### src/rtl/contador_descendente_bcd_if.sv
// Handshake and data bundle for contador_descendente_bcd.
// master drives the preset/step/enable side, slave is the counter itself.
interface contador_descendente_bcd_if #(
  parameter int DIGITS = 2
) ();
  logic                  i_En;
  logic                  i_LoadValid;
  logic                  o_LoadReady;
  logic [4*DIGITS-1:0]   i_Preset;
  logic [3:0]            i_Step;
  logic [4*DIGITS-1:0]   o_Q;
  logic                  o_Busy;
  logic                  o_Zero;
  logic                  o_Done;

  modport master (
    output i_En, i_LoadValid, i_Preset, i_Step,
    input  o_LoadReady, o_Q, o_Busy, o_Zero, o_Done
  );

  modport slave (
    input  i_En, i_LoadValid, i_Preset, i_Step,
    output o_LoadReady, o_Q, o_Busy, o_Zero, o_Done
  );
endinterface

### src/rtl/contador_descendente_bcd.sv
// Loadable multi-digit BCD down-counter saturating at FLOOR, with a one-cycle done pulse.
// Define AUTO_RELOAD_EN to reload the last accepted preset after each DONE (periodic mode).
module contador_descendente_bcd #(
  parameter int DIGITS = 2,
  parameter int FLOOR  = 0
) (
  input  logic                       i_Clk,
  input  logic                       i_GRst,
  contador_descendente_bcd_if.slave  bus
);
  localparam int W = 4 * DIGITS;

  function automatic logic [W-1:0] to_bcd(input int unsigned v);
    logic [W-1:0] r;
    int unsigned  t;
    r = '0;
    t = v;
    for (int i = 0; i < DIGITS; i++) begin
      r[4*i +: 4] = 4'(t % 10);
      t = t / 10;
    end
    return r;
  endfunction

  localparam logic [W-1:0] FLOOR_BCD = to_bcd(FLOOR);

  localparam logic [1:0] ST_IDLE = 2'd0;
  localparam logic [1:0] ST_RUN  = 2'd1;
  localparam logic [1:0] ST_DONE = 2'd2;

  logic [1:0]    state_reg, state_next;
  logic [W-1:0]  q_reg, q_next;
  logic          ready_reg, busy_reg, done_reg, zero_reg;
  logic [W-1:0]  preset_s;
  logic [W-1:0]  diff;
  logic [DIGITS:0] borrow;
  logic [3:0]    step_c;
  logic          load_fire;

`ifdef AUTO_RELOAD_EN
  logic [W-1:0]  shadow_reg, shadow_next;
`endif

  assign step_c    = (bus.i_Step > 4'd9) ? 4'd9 : bus.i_Step;
  assign load_fire = bus.i_LoadValid & ready_reg;
  assign borrow[0] = 1'b0;

  // Per-digit preset clamp and ripple-borrow subtractor; step only enters the LSD.
  generate
    for (genvar gi = 0; gi < DIGITS; gi++) begin : g_digit
      logic [3:0] pre_d;
      logic [3:0] sub_d;
      logic [4:0] raw;

      assign pre_d = bus.i_Preset[4*gi +: 4];
      assign preset_s[4*gi +: 4] = (pre_d > 4'd9) ? 4'd9 : pre_d;

      if (gi == 0) begin : g_lsd
        assign sub_d = step_c;
      end else begin : g_upper
        assign sub_d = 4'd0;
      end

      assign raw = {1'b0, q_reg[4*gi +: 4]} - {1'b0, sub_d} - {4'd0, borrow[gi]};
      assign borrow[gi+1] = raw[4];
      assign diff[4*gi +: 4] = raw[4] ? (raw[3:0] + 4'd10) : raw[3:0];
    end
  endgenerate

  always_comb begin
    state_next = state_reg;
    q_next     = q_reg;
`ifdef AUTO_RELOAD_EN
    shadow_next = shadow_reg;
`endif
    case (state_reg)
      ST_IDLE: begin
        if (load_fire) begin
`ifdef AUTO_RELOAD_EN
          shadow_next = preset_s;
`endif
          if (preset_s <= FLOOR_BCD) begin
            q_next     = FLOOR_BCD;
            state_next = ST_DONE;
          end else begin
            q_next     = preset_s;
            state_next = ST_RUN;
          end
        end
      end
      ST_RUN: begin
        // A borrow out of the MSD means the subtraction wrapped below zero.
        if (bus.i_En && (step_c != 4'd0)) begin
          if (borrow[DIGITS] || (diff <= FLOOR_BCD)) begin
            q_next     = FLOOR_BCD;
            state_next = ST_DONE;
          end else begin
            q_next     = diff;
          end
        end
      end
      ST_DONE: begin
`ifdef AUTO_RELOAD_EN
        if (shadow_reg > FLOOR_BCD) begin
          q_next     = shadow_reg;
          state_next = ST_RUN;
        end else begin
          state_next = ST_IDLE;
        end
`else
        state_next = ST_IDLE;
`endif
      end
      default: state_next = ST_IDLE;
    endcase
  end

  // Status flags are derived from the next state so every output stays registered.
  always_ff @(posedge i_Clk or negedge i_GRst) begin
    if (!i_GRst) begin
      state_reg <= ST_IDLE;
      q_reg     <= FLOOR_BCD;
      zero_reg  <= 1'b1;
      busy_reg  <= 1'b0;
      done_reg  <= 1'b0;
      ready_reg <= 1'b1;
    end else begin
      state_reg <= state_next;
      q_reg     <= q_next;
      zero_reg  <= (q_next == FLOOR_BCD);
      busy_reg  <= (state_next == ST_RUN);
      done_reg  <= (state_next == ST_DONE);
      ready_reg <= (state_next == ST_IDLE);
    end
  end

`ifdef AUTO_RELOAD_EN
  always_ff @(posedge i_Clk or negedge i_GRst) begin
    if (!i_GRst) begin
      shadow_reg <= FLOOR_BCD;
    end else begin
      shadow_reg <= shadow_next;
    end
  end
`endif

  assign bus.o_Q         = q_reg;
  assign bus.o_Zero      = zero_reg;
  assign bus.o_Busy      = busy_reg;
  assign bus.o_Done      = done_reg;
  assign bus.o_LoadReady = ready_reg;
endmodule

### src/flat_wrapper.sv
// flat-port wrapper written by rule: the top's interface ports become plain ports
module contador_descendente_bcd_flat 
#(
  parameter int DIGITS = 2,
  parameter int FLOOR  = 0
)
  (i_Clk, i_GRst, bus_i_En, bus_i_LoadValid, bus_i_Preset, bus_i_Step, bus_o_LoadReady, bus_o_Q, bus_o_Busy, bus_o_Zero, bus_o_Done);
  contador_descendente_bcd_if #(.DIGITS(DIGITS)) bus_i ();
  input  logic i_Clk;
  input  logic i_GRst;
  input wire logic [$bits(bus_i.i_En)-1:0] bus_i_En;
  input wire logic [$bits(bus_i.i_LoadValid)-1:0] bus_i_LoadValid;
  input wire logic [$bits(bus_i.i_Preset)-1:0] bus_i_Preset;
  input wire logic [$bits(bus_i.i_Step)-1:0] bus_i_Step;
  output wire logic [$bits(bus_i.o_LoadReady)-1:0] bus_o_LoadReady;
  output wire logic [$bits(bus_i.o_Q)-1:0] bus_o_Q;
  output wire logic [$bits(bus_i.o_Busy)-1:0] bus_o_Busy;
  output wire logic [$bits(bus_i.o_Zero)-1:0] bus_o_Zero;
  output wire logic [$bits(bus_i.o_Done)-1:0] bus_o_Done;
  assign bus_i.i_En = bus_i_En;
  assign bus_i.i_LoadValid = bus_i_LoadValid;
  assign bus_i.i_Preset = bus_i_Preset;
  assign bus_i.i_Step = bus_i_Step;
  assign bus_o_LoadReady = bus_i.o_LoadReady;
  assign bus_o_Q = bus_i.o_Q;
  assign bus_o_Busy = bus_i.o_Busy;
  assign bus_o_Zero = bus_i.o_Zero;
  assign bus_o_Done = bus_i.o_Done;
  contador_descendente_bcd #(.DIGITS(DIGITS), .FLOOR(FLOOR)) u_core (.i_Clk(i_Clk), .i_GRst(i_GRst), .bus(bus_i));
endmodule
### config.mk
export PLATFORM = sky130hd
export DESIGN_NAME = contador_descendente_bcd_flat
export DESIGN_NICKNAME = d
export VERILOG_FILES = /design/src/rtl/contador_descendente_bcd_if.sv /design/src/rtl/contador_descendente_bcd.sv /design/src/flat_wrapper.sv
export SDC_FILE = /design/constraint.sdc
export NUM_CORES = 1
export LEC_CHECK = 0
export ABC_AREA = 1
export CORE_AREA = 2 2 59 61
export DETAILED_ROUTE_END_ITERATION = 16
export DIE_AREA = 0 0 61 63
export PLACE_DENSITY_LB_ADDON = 0.05
export SYNTH_ARGS = -nofsm -noshare
export SYNTH_HDL_FRONTEND = slang
export SYNTH_SLANG_ARGS = --single-unit
### constraint.sdc
create_clock -name i_Clk -period 7.69 [get_ports i_Clk]
set_input_delay 1.1535 -clock i_Clk [delete_from_list [all_inputs] [get_ports i_Clk]]
set_output_delay 1.1535 -clock i_Clk [all_outputs]
set_load 0.005 [all_outputs]
* Word-level counts from Yosys, hierarchy flattened *
Index checks and enable logic that the tools add are counted.

storage, ports and cells
  bits in registers = 14
  input bits = 16
  output and inout bits = 12
  logic and storage cells = 40

operators by class
  $add $sub $neg = 4
  $lt $le $gt $ge = 5
  equality and inequality tests = 3
  mux-type cells = 15
  bitwise operators = 1
  reductions and logical operators = 6

operators by type and width
  kind                   number
  $mux W8                4
  $mux W4                5
  $le A8 B1 Y1 const B   2
  $pmux W8 S2            1
  $gt A4 B4 Y1 const B   3
  $add A4 B4 Y4 const B  2
  $logic_not A8 Y1       1
  $mux W2                4
  $sub A4 B1 Y5          1
  $sub A4 B4 Y5          1
  $eq A2 B1 Y1 const B   2
  $logic_not A2 Y1       2
  $pmux W2 S2            1
  $reduce_bool A4 Y1     1
  $eq A2 B2 Y1 const B   1
  $and A1 B1 Y1          1
  $logic_and A1 B1 Y1    1
  $logic_or A1 B1 Y1     1

* Logic depth before layout (Yosys ltp) *
Gate-level depths: netlist (run 1).

  depth in word-level cells = 12
  depth in mapped cells = 23
  gate-level depth less buffers = 23

* Worst setup path after synthesis (run 1) *
Ideal clock, no wire load.

  path type = input port to flip-flop
  start = input port bus_i_Step[2]
  end = register u_core.zero_reg (netlist: u_core.bus.o_Zero)
  data arrival time = 3787 ps
  data required time = 7623 ps
  slack = 3835 ps
  stages = 21
  path through = o21ai_0 -> nand2_1 -> fa_1 -> nand3_1 -> nand2_2 -> inv_1 -> ha_1 -> ha_1 -> xor2_1 -> ha_1 -> inv_1 -> nand4_1 -> nand2_1 -> nand2_1 -> nor2_1 -> nand3_1 -> nand2_1 -> nand2_2 -> nand3_1 -> nand4_1 -> nor2_1

on the way
  longest elaborated chain between the ends = 12
  elaborated cells between the ends (all ways) = 16

RTL lines
  element               RTL line                         source
  from (decl)           flat_wrapper.sv:14               input wire logic [$bits(bus_i.i_Step)-1:0] bus_i_Step;
  $gt A4 B4 Y1          contador_descendente_bcd.sv:44   assign step_c = (bus.i_Step > 4'd9) ? 4'd9 : bus.i_Step;
  $mux W4 *             contador_descendente_bcd.sv:44
  $sub A4 B4 Y5         contador_descendente_bcd.sv:64   assign raw = {1'b0, q_reg[4*gi +: 4]} - {1'b0, sub_d} - {4'd0, borrow[gi]};
  $sub A4 B1 Y5         contador_descendente_bcd.sv:64
  $add A4 B4 Y4         contador_descendente_bcd.sv:66   assign diff[4*gi +: 4] = raw[4] ? (raw[3:0] + 4'd10) : raw[3:0];
  $mux W4               contador_descendente_bcd.sv:66
  $le A8 B1 Y1          contador_descendente_bcd.sv:94   if (borrow[DIGITS] || (diff <= FLOOR_BCD)) begin
  $logic_or A1 B1 Y1    contador_descendente_bcd.sv:94
  $mux W8               contador_descendente_bcd.sv:94
  $mux W8 *             contador_descendente_bcd.sv:93   if (bus.i_En && (step_c != 4'd0)) begin
  $pmux W8 S2 *         contador_descendente_bcd.sv:76   case (state_reg)
  $logic_not A8 Y1 *    contador_descendente_bcd.sv:130  zero_reg <= (q_next == FLOOR_BCD);
  to (signal assigned)  contador_descendente_bcd.sv:130
  to (decl)             contador_descendente_bcd.sv:33   logic ready_reg, busy_reg, done_reg, zero_reg;

Every way passes the cells marked *; elsewhere a longest branch is shown, timed or not.

* Final worst setup path (run 1) *
Ends and elaborated chain as after synthesis.

==> out/metrics.cfg, run 1 <==
[outcome]
status=finished clean

[setup_path]
reg2regPathDepth=22
worstPathMaxFanout=5
crit_slowest_cell=clkdlybuf4s50_1
crit_arrival_ns=4.66
path_buf_inv=4
endpoint_kind=flip-flop
cpLargestDelayFamily=adder cells
crit_cells=24
max_stage_delay_ns=0.50
startpoint_type=input port
setup.worst_path.class=in -> reg
cp.required_ns=7.90
worstPathCellList=clkdlybuf4s50_1 -> o21ai_0 -> nand2_1 -> ha_1 -> inv_1 -> fa_1 -> nand3_1 -> nand2_2 -> inv_1 -> ha_1 -> ha_1 -> xor2_1 -> ha_1 -> inv_1 -> nand4_1 -> nand2_1 -> nand2_1 -> nor2_1 -> nand3_1 -> nand2_1 -> nand2_2 -> nand3_1 -> nand4_1 -> nor2_1

[layout]
n_fill_cell=358
final_nets=232
antenna_cells=0
largest_register_ffs=8
syn_to_final_growth_pct=29.4
drive_above_1_share_pct=9.76
final_area_um2=1540
utilization_pct=47.7

[grt]
grt_first_pass_wirelength_mm=4.84
antenna_found_initial=0
grt_max_degree=15
grt_usage_pct=16.4
grtUsageMet2_pct=27.2
globalRouteOverflowTotal=0
busiest_layer=met2
grt.met3_usage_pct=1.24
grtUsageMet1_pct=22.4
grt_pass1_vias=1138

[placement]
place_hpwl_mm=2.44
port_buffers=27
gp_congestion=0.801
placed_cell_area_um2=1520

[logic_synthesis]
synth_nets=200
yosysUniqueCellTypes=27
synthFlopType=dfrtp_1
syn-cell-area_um2=1190
ys_seq_elements=14
yosysSeqAreaShare_pct=29.6
synth_top_cell_area_share_pct=25.2
synth_async_sr_flop_share_pct=100
yosys-top-cells-count=nand2_1, inv_1, nand3_1
netlist_top_cells_area=dfrtp_1, nand2_1, inv_1, ha_1, nand3_1
yosysWarnings=0
syn_avg_cell_area_um2=6.81
synth_edf_count=0
netlist_instances=175
synth_top_cell_by_area=dfrtp_1
yosysMostFrequentCell=nand2_1

[detailed_routing]
drc=0
firstDrtPassIters=4
routed_wl_mm=2.91
avgViaCountPerCell=4.71
routed-via-count=1181
ant_nets=0
drt_iter0_markers=56
wire_per_inst_um=11.6

[sta]
worst_pin_slew_ns=0.648
finalSetupViolCount=0
max_slew_margin_pct=56.7
rsz0062_at_grt=no
post-route-period-util_pct=57.9
maxSlewViolCount=0
skew_ns=0.00352
finalHoldViolCount=0
fmax_mhz=225
fin_setup_tns_ns=0
fin_crit_ns=4.45

[pwr]
power_density_nw_per_um2=411
max-vdd-ir-drop_mv=0.145
power_mw=0.634
power.leakage_nw=0.793

[cts]
cts_root_buffer=clkbuf_4
numCtsBuffers=3
cts_resized=0
clk_pin_slew_ns=0.08
clk_latency_ns=0.27
post_cts.repair.setup_buffers=0
htreeDepth=1
clkSinkCount=14
holdBufCountCts=0
clockBufferDepth=2
cts_tree=yes

[floorplan]
ios=28
initial_utilization_pct=36.9
core_area_um2=3230
fp.dieW_um=61
rows=21
die-area_um2=3840
die_h_um=63

[run]
cap_violations=0

[worst_hold_path]
holdPathStages=2
hp-class=reg -> reg

through the flow:
stage	std cells	hold WS (ns)	setup slack, ns
2_1_floorplan	175	0.532	3.84
3_3_place_gp	248	0.543	3.08
3_5_place_dp	248	0.546	2.92
4_1_cts	251	0.570	3.20
5_1_grt	251	0.635	2.84
6_report	251	0.569	3.24
cell families (layout without fill, tap and decap cells):
| kind of cell | count (synthesis) | after routing | synth area share, % |
|---|---|---|---|
| compound gates | 29 | 29 | 14.2 |
| simple gates | 81 | 81 | 31.1 |
| buf+inv | 39 | 69 | 12.3 |
| fa+ha+maj | 9 | 9 | 10.1 |
| xor+xnor | 3 | 3 | 2.83 |
| flops | 14 | 14 | 29.6 |
per-layer routing:
layer	up-vias	wire, um
met5	-	0
met4	0	38
met3	5	97
met2	32	1430
met1	522	1350
li1	622	-
layout make-up:
type,count,area [um^2],share of cell area (%)
clock buffer,3,22.5,1.46
inverter,39,146,9.49
multi-input combinational,122,693,44.9
sequential,14,353,22.9
tap,46,57.6,3.73
timing repair buffer,27,270,17.5
power by group:
group / leakage [nW] / internal (mW) / total [mW] / switching (mW)
combinational: 0.611 / 0.194 / 0.459 / 0.265
sequential: 0.168 / 0.108 / 0.135 / 0.0267
clock: 0.0138 / 0.0181 / 0.0395 / 0.0214
total: 0.793 / 0.321 / 0.634 / 0.313
placed cells by master (no fill, tap or decap), types with 4 or more instances in the layout:
cell / instances
nand2_1: 44
inv_1: 36
clkdlybuf4s50_1: 27
nand3_1: 15
dfrtp_1: 12
o21ai_0: 9
nor2_1: 8
a21oi_1: 8
ha_1: 8
nand2_2: 4
nand4_1: 4
worst min-delay path: stages (launching register included):
cell and delay (ns):
dfrtp_1 0.38, nand2_1 0.07, nand3_1 0.09
worst paths after layout:
check / start / endpoint / slack (ns)
max: bus_i_Step[2] / u_core.bus.o_Zero / 3.24
min: u_core.bus.o_Q[7] / u_core.bus.o_Q[7] / 0.57
max reg2reg: u_core.bus.o_Q[0] / u_core.bus.o_Zero / 4.31
min reg2reg: u_core.bus.o_Q[7] / u_core.bus.o_Q[7] / 0.57
max in group asynchronous: i_GRst / u_core.bus.o_Q[1] / 6.00
min in group asynchronous: i_GRst / u_core.bus.o_Q[6] / 1.28
Power figures use the tool's default switching activity.
==> inputs of run 2 (changes only) <==
- clock period: 7.69 -> 4.35 ns (I/O delays scaled with it)
==> out/metrics.cfg, run 2 (synthesized netlist as in run 1, its figures left out) <==
[outcome]
status=finished clean  ; unchanged

[floorplan]
die_h_um=63  ; unchanged
initial_utilization_pct=36.9  ; unchanged
rows=21  ; unchanged
die-area_um2=3840  ; unchanged
fp.dieW_um=61  ; unchanged
core_area_um2=3230  ; unchanged
ios=28  ; unchanged

[grt]
grt_usage_pct=16.8  ; was 16.4%
grt_first_pass_wirelength_mm=4.93  ; was 4.84 mm
globalRouteOverflowTotal=0  ; unchanged
grt_pass1_vias=1150  ; was 1138
antenna_found_initial=0  ; unchanged
grt_max_degree=15  ; unchanged

[setup_path]
max_stage_delay_ns=0.49  ; was 0.50 ns
setup.worst_path.class=in -> reg  ; unchanged
startpoint_type=input port  ; unchanged
worstPathCellList=clkdlybuf4s50_1 -> o21ai_0 -> nand2_1 -> ha_1 -> inv_1 -> fa_1 -> nand3_1 -> nand2_2 -> inv_1 -> ha_1 -> ha_1 -> xor2_1 -> ha_1 -> inv_1 -> nand4_1 -> nand2_1 -> nand2_1 -> nor2_1 -> nand3_1 -> nand2_1 -> nand2_2 -> o21ai_0  ; was clkdlybuf4s50_1 -> o21ai_0 -> nand2_1 -> ha_1 -> inv_1 -> fa_1 -> nand3_1 -> nand2_2 -> inv_1 -> ha_1 -> ha_1 -> xor2_1 -> ha_1 -> inv_1 -> nand4_1 -> nand2_1 -> nand2_1 -> nor2_1 -> nand3_1 -> nand2_1 -> nand2_2 -> nand3_1 -> nand4_1 -> nor2_1
endpoint_kind=flip-flop  ; unchanged
crit_arrival_ns=4.04  ; was 4.66 ns
cp.required_ns=4.52  ; was 7.90 ns
crit_slowest_cell=clkdlybuf4s50_1  ; unchanged
worstPathMaxFanout=5  ; unchanged

[placement]
placed_cells=248  ; unchanged
place_ws_ns=0.184  ; was 2.92 ns
port_buffers=27  ; unchanged
place_hpwl_mm=2.36  ; was 2.44 mm
placed_cell_area_um2=1520  ; unchanged
gp_congestion=0.819  ; was 0.801

[layout]
final_nets=232  ; unchanged
layout_common_cells=nand2_1, inv_1, clkdlybuf4s50_1, nand3_1, dfrtp_1  ; unchanged
drive_above_1_share_pct=9.76  ; unchanged
antenna_cells=0  ; unchanged
largest_register_ffs=8  ; unchanged
utilization_pct=47.7  ; unchanged
final_common_cell=nand2_1  ; unchanged
syn_to_final_growth_pct=29.4  ; unchanged
final_area_um2=1540  ; unchanged
stdcell_count=251  ; unchanged

[cts]
cts_root_buffer=clkbuf_4  ; unchanged
htreeDepth=1  ; unchanged
holdBufCountCts=0  ; unchanged
clk_pin_slew_ns=0.08  ; about the same
clkSinkCount=14  ; unchanged
clockBufferDepth=2  ; unchanged
post_cts.repair.setup_buffers=0  ; unchanged
clk_latency_ns=0.28  ; was 0.27 ns
cts_tree=yes  ; unchanged
cts_resized=0  ; unchanged
numCtsBuffers=3  ; unchanged

[detailed_routing]
avgViaCountPerCell=4.76  ; was 4.71
firstDrtPassIters=4  ; unchanged
wire_per_inst_um=11.3  ; was 11.6 um
drt_iter0_markers=72  ; was 56
routed_wl_mm=2.84  ; was 2.91 mm
routed-via-count=1195  ; was 1181
drc=0  ; unchanged
ant_nets=0  ; unchanged

[pwr]
power_density_nw_per_um2=729  ; was 411 nW/um^2
power_mw=1.12  ; was 0.634 mW
power.leakage_nw=0.793  ; unchanged
max-vdd-ir-drop_mv=0.266  ; was 0.145 mV

[sta]
fin_crit_ns=3.86
fmax_mhz=259
worst_pin_slew_ns=0.656  ; was 0.648 ns
setup_slack_ns=0.487  ; was 3.24 ns
holdWs_ns=0.567  ; was 0.569 ns
post-route-period-util_pct=88.8
finalSetupViolCount=0  ; unchanged
max_slew_margin_pct=56.1  ; was 56.7%
skew_ns=0.00131  ; was 0.00352 ns
maxSlewViolCount=0  ; unchanged
finalHoldViolCount=0  ; unchanged
rsz0062_at_grt=no  ; unchanged
fin_setup_tns_ns=0  ; unchanged

[worst_hold_path]
hp-class=reg -> reg  ; unchanged

[run]
cap_violations=0  ; unchanged

run 2: per-layer routing:
layer,part of all wire (%),vias to the layer above,GRT usage (%)
met5,0,-,0
met4,1.9,0,6.52
met3,3.3,5,1.86
met2,48,28,26.1
met1,47,535,23.5
li1,-,627,-
run 2: cell type report:
| class | instances | area, um^2 |
|---|---|---|
| Multi-Input combinational cell | 122 | 693 |
| Fill cell | 344 | 1690 |
| Sequential cell | 14 | 353 |
| Clock buffer | 3 | 22.5 |
| Inverter | 39 | 146 |
| Timing Repair Buffer | 27 | 270 |
| Tap cell | 46 | 57.6 |
run 2: worst max-delay path, delay by kind of cell:
family / cells / cell delay (ns)
compound gates: 2 / 0.36
xor+xnor: 1 / 0.25
fa+ha+maj: 5 / 1.20
buf+inv: 4 / 0.68
simple gates: 10 / 0.90
run 2: where the power goes:
| group | total [mW] | switching, mW | internal (mW) |
|---|---|---|---|
| combinational | 0.812 | 0.469 | 0.343 |
| clock | 0.0708 | 0.0387 | 0.0321 |
| sequential | 0.241 | 0.0496 | 0.192 |
| total | 1.12 | 0.558 | 0.567 |
run 2: final timing paths:
| check | slack [ns] | start | cells past startpoint | end |
|---|---|---|---|---|
| worst max-delay path | 0.49 | bus_i_Step[2] | 22 | u_core.bus.o_Done |
| worst min-delay path | 0.57 | u_core.bus.o_Q[7] | 2 | u_core.bus.o_Q[7] |
| worst max register to register | 1.02 | u_core.bus.o_Q[0] | 20 | u_core.bus.o_Done |
| worst min register to register | 0.57 | u_core.bus.o_Q[7] | 2 | u_core.bus.o_Q[7] |
| max in group asynchronous | 3.16 | i_GRst | 1 | u_core.bus.o_Q[5] |
| min in group asynchronous | 0.77 | i_GRst | 1 | u_core.bus.o_Done |
==> inputs of run 3 (changes only) <==
- CORE_AREA: 2 2 59 61 -> 2 2 58 60
- DIE_AREA: 0 0 61 63 -> 0 0 60 62
==> out/metrics.cfg, run 3 (synthesized netlist as in run 1, its figures left out) <==
[outcome]
status=finished clean  ; unchanged

[cts]
numCtsBuffers=3  ; unchanged
post_cts.repair.setup_buffers=0  ; unchanged
cts_root_buffer=clkbuf_4  ; unchanged
clkSinkCount=14  ; unchanged
holdBufCountCts=0  ; unchanged
cts_tree=yes  ; unchanged
clk_pin_slew_ns=0.08  ; about the same
clockBufferDepth=2  ; unchanged
clk_latency_ns=0.28  ; about the same
htreeDepth=1  ; unchanged

[floorplan]
core_area_um2=3180  ; was 3230 um^2
initial_utilization_pct=37.5  ; was 36.9%
die_h_um=62  ; was 63 um
ios=28  ; unchanged
fp.dieW_um=60  ; was 61 um
rows=21  ; unchanged
die-area_um2=3720  ; was 3840 um^2

[sta]
maxSlewViolCount=0  ; unchanged
max_slew_margin_pct=56.4  ; was 56.1%
finalHoldViolCount=0  ; unchanged
fin_setup_tns_ns=0  ; unchanged
fin_crit_ns=3.98  ; was 3.86 ns
finalSetupViolCount=0  ; unchanged
skew_ns=0.00295  ; was 0.00131 ns
worst_pin_slew_ns=0.652  ; was 0.656 ns
rsz0062_at_grt=no  ; unchanged
post-route-period-util_pct=91.5  ; was 88.8%
fmax_mhz=251  ; was 259 MHz

[layout]
final_nets=232  ; unchanged
layout_common_cells=nand2_1, inv_1, clkdlybuf4s50_1, nand3_1, dfrtp_1  ; unchanged
regArea_um2=353  ; unchanged
final_common_cell=nand2_1  ; unchanged
syn_to_final_growth_pct=30.0  ; was 29.4%
multi_input_area_um2=701  ; was 693 um^2
utilization_pct=48.8  ; was 47.7%
antenna_cells=0  ; unchanged
n_fill_cell=336  ; was 344
largest_register_ffs=8  ; unchanged
drive_above_1_share_pct=10.2  ; was 9.76%

[detailed_routing]
wire_per_inst_um=11.9  ; was 11.3 um
routed_wl_mm=2.99  ; was 2.84 mm
avgViaCountPerCell=4.76  ; unchanged
ant_nets=0  ; unchanged
drt_iter0_markers=62  ; was 72
routed-via-count=1195  ; unchanged
drc=0  ; unchanged
firstDrtPassIters=4  ; unchanged

[grt]
grt_max_degree=15  ; unchanged
grtUsageMet1_pct=22.1  ; was 23.5%
antenna_found_initial=0  ; unchanged
grt.met3_usage_pct=1.66  ; was 1.86%
globalRouteOverflowTotal=0  ; unchanged
grt_pass1_vias=1129  ; was 1150
busiest_layer=met2  ; unchanged
grt_usage_pct=17.8  ; was 16.8%
grtUsageMet2_pct=32.5  ; was 26.1%
grt_first_pass_wirelength_mm=4.91  ; was 4.93 mm

[setup_path]
reg2regPathDepth=22  ; was 20
critical_path.startpoint=bus_i_Step[2]  ; unchanged
rr_endpoint=u_core.bus.o_Zero  ; was u_core.bus.o_Done
cp-endpoint=u_core.bus.o_Zero  ; was u_core.bus.o_Done
rrSetupSlack_ns=0.96  ; was 1.02 ns
crit_arrival_ns=4.19  ; was 4.04 ns
cp.required_ns=4.56  ; was 4.52 ns
worstPathMaxFanout=5  ; unchanged
setup.worst_path.class=in -> reg  ; unchanged
startpoint_type=input port  ; unchanged
r2r_start=u_core.bus.o_Q[0]  ; unchanged
endpoint_kind=flip-flop  ; unchanged

[pwr]
max-vdd-ir-drop_mv=0.256  ; was 0.266 mV
power.leakage_nw=0.793  ; about the same
power_density_nw_per_um2=741  ; was 729 nW/um^2

[worst_hold_path]
hp-class=reg -> reg  ; unchanged

[run]
cap_violations=0  ; unchanged

[placement]
gp_congestion=0.813  ; was 0.819
port_buffers=27  ; unchanged
place_hpwl_mm=2.47  ; was 2.36 mm

-- run 3: repair_timing --
item,CTS,global route
endpoints found under the setup margin,0,1
endpoints found under the hold margin,0,0
gates resized for setup,0,1
-- run 3: worst min-delay path by stage --
stage                 startpoint                 to  slack, ns  cells after the start
6_report       u_core.bus.o_Q[7]  u_core.bus.o_Q[7]       0.57                      2
5_1_grt        u_core.bus.o_Q[7]  u_core.bus.o_Q[7]       0.63                      2
4_1_cts        u_core.bus.o_Q[7]  u_core.bus.o_Q[7]       0.57                      2
3_5_place_dp   u_core.bus.o_Q[7]  u_core.bus.o_Q[7]       0.55                      2
3_3_place_gp   u_core.bus.o_Q[7]  u_core.bus.o_Q[7]       0.54                      2
2_1_floorplan             i_GRst  u_core.bus.o_Busy       0.36                      0
-- run 3: metal layers --
layer | wire length, um | share of wire [%] | up-vias
met5 | 0 | 0 | -
met4 | 34 | 1.1 | 0
met3 | 79 | 2.6 | 4
met2 | 1530 | 51 | 18
met1 | 1350 | 45 | 550
li1 | - | - | 623
-- run 3: where the power goes --
part	switching [mW]	internal [mW]	total, mW
clock	0.0399	0.0321	0.0720
combinational	0.484	0.351	0.836
sequential	0.0492	0.192	0.241
total	0.574	0.575	1.15
-- run 3: final cells by class --
class                   count  area share (%)
flip-flops and latches     14            22.8
multi-input cells         122            45.2
inverters                  39            9.44
well taps                  46            3.71
clock buffers               3            1.45
repair buffers             27            17.4
-- run 3: worst max-delay path, cell delays in order --
cell and delay, ns:
clkdlybuf4s50_1 0.50, o21ai_0 0.13, nand2_1 0.08, ha_1 0.13, inv_1 0.06, fa_1 0.41
nand3_1 0.14, nand2_2 0.10, inv_1 0.07, ha_1 0.17, ha_1 0.28, xor2_2 0.22
ha_1 0.27, inv_1 0.07, nand4_1 0.09, nand2_1 0.07, nand2_1 0.04, nor2_1 0.12
nand3_1 0.07, nand2_1 0.07, nand2_2 0.10, nand3_1 0.12, nand4_1 0.09, nor2_1 0.13
-- run 3: through the flow --
stage	hold slack (ns)	area (um^2)	setup WS (ns)	power, mW	instances
after floorplan	0.357	1190	0.996	0.801	175
after global placement	0.544	1520	0.259	1.04	248
after detailed placement	0.550	1520	0.0423	1.07	248
after CTS	0.572	1540	0.323	1.15	251
after global routing	0.634	1550	0.0260	1.28	251
final	0.569	1550	0.368	1.15	251
